File: config.mk
export PLATFORM = sky130hd
export DESIGN_NAME = scratchpad_req_ctrl
export DESIGN_NICKNAME = d
export VERILOG_FILES = /design/src/rtl/scratchpad_req_ctrl.sv
export SDC_FILE = /design/constraint.sdc
export NUM_CORES = 1
export LEC_CHECK = 0
export ABC_CLOCK_PERIOD_IN_PS = 13900
export CELL_PAD_IN_SITES_DETAIL_PLACEMENT = 1
export CELL_PAD_IN_SITES_GLOBAL_PLACEMENT = 2
export CORE_UTILIZATION = 31
export DETAILED_ROUTE_END_ITERATION = 12
export GPL_ROUTABILITY_DRIVEN = 0
export PLACE_DENSITY_LB_ADDON = 0.1
export SETUP_SLACK_MARGIN = 0.2
export SYNTH_ARGS = -nofsm -noshare
export SYNTH_HDL_FRONTEND = slang
export SYNTH_SLANG_ARGS = --single-unit
File: constraint.sdc
create_clock -name clk -period 13.9 [get_ports clk]
set_input_delay 2.085 -clock clk [delete_from_list [all_inputs] [get_ports clk]]
set_output_delay 2.085 -clock clk [all_outputs]
set_load 0.02 [all_outputs]
File: src/rtl/scratchpad_req_ctrl.sv
`default_nettype none
// ============================================================================
// Module   : scratchpad_req_ctrl
// Purpose  : Single-outstanding request controller that range-checks accesses
//            and forwards them to a scratchpad. Optional alignment check is
//            enabled by defining SCRATCHPAD_REQ_CTRL_ALIGN_CHECK_EN.
// Revision : 1.0 - initial release
// ============================================================================
module scratchpad_req_ctrl #(
    parameter int unsigned   CHUNK_SIZE      = 4,
    parameter int unsigned   NUM_CHUNKS      = 2,
    parameter logic [63:0]   SCRATCHPAD_BASE = 64'd16
) (
    input  logic        clk,
    input  logic        rst,
    input  logic        req_valid,
    output logic        req_ready,
    input  logic        req_write,
    input  logic [63:0] req_addr,
    input  logic [1:0]  req_len,
    input  logic [63:0] req_wdata,
    output logic        resp_valid,
    input  logic        resp_ready,
    output logic [63:0] resp_rdata,
    output logic        resp_err,
    output logic        spad_en,
    output logic        spad_write,
    output logic [63:0] spad_addr,
    output logic [1:0]  spad_len,
    output logic [63:0] spad_wdata,
    input  logic [63:0] spad_rdata,
    output logic [15:0] err_count
);

    localparam logic [64:0] SIZE_W = 65'(CHUNK_SIZE * NUM_CHUNKS);

    localparam logic [1:0] S_IDLE  = 2'd0;
    localparam logic [1:0] S_ISSUE = 2'd1;
    localparam logic [1:0] S_WAIT  = 2'd2;
    localparam logic [1:0] S_RESP  = 2'd3;

    logic [1:0]  state_q, state_d;
    logic        wr_q, wr_d;
    logic [63:0] addr_q, addr_d;
    logic [1:0]  len_q, len_d;
    logic [63:0] wdata_q, wdata_d;
    logic        err_q, err_d;
    logic [63:0] rdata_q, rdata_d;
    logic [15:0] err_count_q, err_count_d;

    logic [64:0] w_len_bytes;
    logic [64:0] w_end;
    logic        w_range_err;
    logic        w_err;
    logic [63:0] w_rdata_masked;

    // Offset arithmetic is done at 65 bits so huge addresses cannot wrap into range.
    assign w_len_bytes = 65'd1 << req_len;
    assign w_end       = ({1'b0, req_addr} - {1'b0, SCRATCHPAD_BASE}) + w_len_bytes;
    assign w_range_err = (req_addr < SCRATCHPAD_BASE) || (w_end > SIZE_W);

`ifdef SCRATCHPAD_REQ_CTRL_ALIGN_CHECK_EN
    logic [2:0] w_align_mask;
    assign w_align_mask = 3'(w_len_bytes - 65'd1);
    assign w_err        = w_range_err || ((req_addr[2:0] & w_align_mask) != 3'd0);
`else
    assign w_err        = w_range_err;
`endif

    always_comb begin
        w_rdata_masked = 64'd0;
        case (len_q)
            2'd0:    w_rdata_masked = {56'd0, spad_rdata[7:0]};
            2'd1:    w_rdata_masked = {48'd0, spad_rdata[15:0]};
            2'd2:    w_rdata_masked = {32'd0, spad_rdata[31:0]};
            default: w_rdata_masked = spad_rdata;
        endcase
    end

    always_ff @(posedge clk or posedge rst) begin
        if (rst) begin
            state_q     <= S_IDLE;
            wr_q        <= 1'b0;
            addr_q      <= 64'd0;
            len_q       <= 2'd0;
            wdata_q     <= 64'd0;
            err_q       <= 1'b0;
            rdata_q     <= 64'd0;
            err_count_q <= 16'd0;
        end else begin
            state_q     <= state_d;
            wr_q        <= wr_d;
            addr_q      <= addr_d;
            len_q       <= len_d;
            wdata_q     <= wdata_d;
            err_q       <= err_d;
            rdata_q     <= rdata_d;
            err_count_q <= err_count_d;
        end
    end

    always_comb begin
        state_d     = state_q;
        wr_d        = wr_q;
        addr_d      = addr_q;
        len_d       = len_q;
        wdata_d     = wdata_q;
        err_d       = err_q;
        rdata_d     = rdata_q;
        err_count_d = err_count_q;
        case (state_q)
            S_IDLE: begin
                if (req_valid) begin
                    wr_d    = req_write;
                    addr_d  = req_addr;
                    len_d   = req_len;
                    wdata_d = req_wdata;
                    err_d   = w_err;
                    rdata_d = 64'd0;
                    if (w_err) begin
                        state_d = S_RESP;
                        if (err_count_q != 16'hFFFF) begin
                            err_count_d = err_count_q + 16'd1;
                        end
                    end else begin
                        state_d = S_ISSUE;
                    end
                end
            end
            S_ISSUE: state_d = S_WAIT;
            S_WAIT: begin
                rdata_d = wr_q ? 64'd0 : w_rdata_masked;
                state_d = S_RESP;
            end
            default: begin
                if (resp_ready) begin
                    state_d = S_IDLE;
                end
            end
        endcase
    end

    always_comb begin
        req_ready  = (state_q == S_IDLE);
        spad_en    = (state_q == S_ISSUE);
        spad_write = spad_en & wr_q;
        spad_addr  = spad_en ? addr_q  : 64'd0;
        spad_len   = spad_en ? len_q   : 2'd0;
        spad_wdata = spad_en ? wdata_q : 64'd0;
        resp_valid = (state_q == S_RESP);
        resp_err   = resp_valid & err_q;
        resp_rdata = resp_valid ? rdata_q : 64'd0;
        err_count  = err_count_q;
    end

endmodule
`default_nettype wire
==> results by stage <==
Routing:
- After detailed routing, the average wire length per cell comes to 24.4 µm.
- The first detailed-routing pass took 7 iterations.
- In this run the remaining antenna-violating nets after routing total 0.
- The detail-routed via count per cell is 5.36.
- Across all layers, the routed design uses 15,000 vias.
- In the routed design, unresolved DRC markers number 0.
- The initial DRC count is between 1,000 and 1,500.
- Summed over all layers, the routed wires come to 68,200 µm.

Global routing:
- Summed over all layers, the global routing overflow is 0.
- The via count of the first global-routing pass is 15,400.
- The number of antenna violations at the first check in global routing came to 6.
- The largest net degree at the start of global routing is 142.
- The total routing usage reported by global routing is 0.268.
- The first global-routing pass estimated 103,000 µm of wire.

Power and ir drop:
- The reported leakage power is 8.94 nW.
- Overall power consumption after layout is estimated at 3.25 mW.
- The power density normalized to cell area is approximately 150 nW/µm².
- The worst-case IR drop observed on VDD is 0.0879 mV.

Logic synthesis:
- The async set-or-reset flop fraction in the synthesized netlist is 1.00.
- The mapped cell area is 15,300 µm².
- For this run, the number of Yosys warnings is 0.
- The share of the yosys chip area belonging to registers is 0.349.
- In the post-synthesis netlist, the biggest area contributors are sky130_fd_sc_hd__dfrtp_1 35%, sky130_fd_sc_hd__ha_1 8.9%, sky130_fd_sc_hd__and2_1 8.4%.
- Among all flip-flop cells after synthesis, the most frequent one is sky130_fd_sc_hd__dfrtp_1.
- The count of mapped cells out of synthesis is between 1,500 and 2,000.
- The number of nets handed over by synthesis was 2,039.
- The register bit total from synthesis is about 210.
- The area share of the largest cell type after synthesis is 0.349.
- A synthesized cell averages between 8 and 9 µm².
- The cell type with the highest aggregate area in the netlist is sky130_fd_sc_hd__dfrtp_1.
- The distinct cell type count of the synthesized netlist is a little under 80.
- The number of enable flip-flop cells after synthesis is 0.

Floorplan:
- The number of placed I/O pins is just over 400.
- The area of the die is 50,400 µm².
- In this run the vertical extent of the chip is 224 µm.
- The cell row count is 81.
- The overall die width is 224 µm.
- For this configuration, the core starts out at a cell density of 0.314.
- The placeable core region is 48,800 µm².

Final layout:
- The number of fill cells in the layout is roughly 5,700.
- The top cell types in the final layout, fill and taps aside, are 413 x sky130_fd_sc_hd__clkdlybuf4s50_1, 214 x sky130_fd_sc_hd__dfrtp_1, 207 x sky130_fd_sc_hd__and2_1.
- Leaving out fill and tap cells, the most frequent cell in the layout is sky130_fd_sc_hd__clkdlybuf4s50_1.
- The area growth from synthesis to layout is 37.3%.
- Of the cells placed in the final design, the portion with a size suffix greater than 1 is 0.0719.
- For this run, the number of standard cells in the final layout without fillers is 2,796.
- After the last flow step, the layout net total stands at 2,414.

Worst setup path:
- The endpoint identified for the worst register-to-register timing path is err_q$_DFFE_PP0P_.
- At the worst endpoint, the required time is roughly 14 ns.
- In this design, the stage delay of the slowest critical-path cell is 0.89 ns.
- Tracing the worst setup path back leads to its startpoint at req_len[1].
- The type of destination of the critical path is a flip-flop.
- Along the worst path, the maximum fanout reaches 17.
- The count of buffering cells on the critical path with inverters included is 1.
- The cell seen most often among critical-path stages is sky130_fd_sc_hd__ha_1.
- The critical path runs through a total of 17 cells.
- The startpoint identified for the worst register-to-register timing path is state_q[0]$_DFFE_PP0P_.
- The library cell contributing the largest single delay on the critical path is sky130_fd_sc_hd__or4_1.
- The kind of cell adding the most delay to the critical path is simple AND/OR/NAND/NOR gates.
- The signal on the critical path passes through clkdlybuf4s50_1 -> nor2b_1 -> ha_1 -> ha_1 -> fa_1 -> nand3_1 -> nand2_1 -> a221oi_2 -> xnor2_1 -> a31o_2 -> a2111oi_0 -> o2111ai_1 -> nor4_1 -> nand4_1 -> or4_1 -> and2_4 -> mux2_4.
- The internal reg-to-reg setup slack is ~10 ns.
- For the worst flop-to-flop path, the logic depth is 6.
- The category of the critical setup timing path is in -> reg.
- The end of the critical path is err_count[1]$_DFFE_PP0P_.
- STA classifies the critical path startpoint as an input port.
- Data on the critical path arrives at its endpoint at 7.97 ns.

Placed design:
- The number of I/O port buffers is 413.
- After legalization and detailed placement, the total HPWL measured 55,100 µm.
- In this run, placement finished with an instance count of ~2,700.

STA:
- The maximum clock skew at final layout is 0.00779 ns.
- The transition at the pin with the smallest max-transition slack is 1.18 ns.
- The total of endpoints with negative setup slack in the final report is 0.
- The shortest period the worst path allows is ~7.5 ns.
- Setup repair after global routing left no endpoint under its margin.
- The worst slew slack as a fraction of its limit is 0.205.
- The total count of max-transition violations in the final report is 0.
- In the final timing run, aggregate negative setup slack is 0 ns.
- For this run, the top clock speed supported by timing is 133 MHz.
- The count of final hold-check violations is 0.
- Of the available clock period, the critical path in the final layout requires 0.543.

CTS:
- The clock passes through at most 3 buffers.
- After clock tree synthesis, the clock-pin slew on the worst setup and hold paths is roughly 0.060 ns.
- The tree is rooted in a sky130_fd_sc_hd__clkbuf_16.
- The quantity of hold-fixing buffers added after cts is 0.
- For this design, the sink count on the clock tree is ~210.
- The number of levels the H-tree was split into is 1.
- The number of CTS-inserted buffers is 28.
- The number of instances resized during post-cts repair is 0.
- TritonCTS built the clock tree.
- The number of buffers inserted by post-CTS setup repair is 0.
- For the worst-skew pair, the clock arrives at the later sink with an insertion delay of 0.54 ns.

Worst hold path:
- The kind of path behind the tightest hold check is reg -> reg.

Outcome:
- The flow ran to the end, and the final reports show no timing, DRC or antenna violations.

Run:
- The total of max-cap violations is 0.
-- registers in the layout (all words and copies together) (netlist names) --
name	flops
err_q	1
err_count	16
addr_q	64
len_q	2
wr_q	1
wdata_q	64
state_q	2
rdata_q	64
-- stage by stage --
| stage | utilization | setup slack, ns | hold slack (ns) | area, µm² |
|---|---|---|---|---|
| 2_1_floorplan | - | 5.96 | 0.442 | 15300 |
| 3_3_place_gp | 0.412 | 6.11 | 0.456 | 20100 |
| 3_5_place_dp | 0.412 | 5.95 | 0.466 | 20100 |
| 4_1_cts | 0.431 | 6.50 | 0.480 | 21100 |
| 5_1_grt | 0.431 | 6.26 | 0.490 | 21100 |
| 6_report | 0.431 | 6.35 | 0.472 | 21100 |
-- synth_stat cells (all sizes together), types with 34 or more instances --
master  number
mux2        74
xnor2       34
ha         109
inv         94
o21ai      125
a22o        66
dfrtp      214
nand2      134
nand3       44
nor2        74
a21oi      101
clkbuf      60
and2       209
-- power breakdown --
| group | leakage, nW | internal, mW | switching [mW] |
|---|---|---|---|
| registers | 2.71 | 0.894 | 0.135 |
| logic | 5.76 | 0.662 | 0.834 |
| clock network | 0.470 | 0.441 | 0.285 |
-- cell families after synthesis --
| family | synth area share |
|---|---|
| buffers and inverters | 0.0427 |
| adders and majority gates | 0.0902 |
| muxes | 0.0585 |
| xor gates and xnor gates | 0.0251 |
| AOI/OAI and AO/OA | 0.188 |
| and+or+nand+nor | 0.246 |
| DFF | 0.349 |
-- worst min-delay path by stage --
stage               cells past startpoint                      to  slack, ns                   start
floorplan                               2  addr_q[37]$_DFFE_PP0P_       0.44  addr_q[37]$_DFFE_PP0P_
global placement                        2  addr_q[41]$_DFFE_PP0P_       0.46  addr_q[41]$_DFFE_PP0P_
detailed placement                      2  addr_q[11]$_DFFE_PP0P_       0.47  addr_q[11]$_DFFE_PP0P_
CTS                                     2  addr_q[39]$_DFFE_PP0P_       0.48  addr_q[39]$_DFFE_PP0P_
global route                            2  addr_q[50]$_DFFE_PP0P_       0.49  addr_q[50]$_DFFE_PP0P_
finish                                  2  addr_q[52]$_DFFE_PP0P_       0.47  addr_q[52]$_DFFE_PP0P_
-- layout make-up --
class,count,area (µm²),area share
Multi-Input combinational cell,1345,9370,0.445
Sequential cell,214,5360,0.254
Timing Repair Buffer,422,4200,0.199
Clock buffer,41,851,0.0404
Tap cell,664,831,0.0394
Inverter,94,360,0.0171
Clock inverter,11,86.3,0.00410
Antenna cell,5,12.5,0.000594
-- worst min-delay path, delay by kind of cell (launching register included) --
| kind | cells | cell delay, ns |
|---|---|---|
| AOI/OAI and AO/OA | 1 | 0.06 |
| DFF | 1 | 0.33 |
| and+or+nand+nor | 1 | 0.05 |
-- layer usage --
metal / wire, µm / vias to the layer above / track usage / share of wire
met3: 5100 / 94 / 0.0573 / 0.075
met4: 1830 / 2 / 0.0711 / 0.027
met2: 32000 / 504 / 0.446 / 0.47
met1: 29200 / 7441 / 0.349 / 0.43
li1: - / 6933 / - / -
met5: 14 / - / 0 / 0.00021
Note: power is estimated with default switching activity, not from simulation.
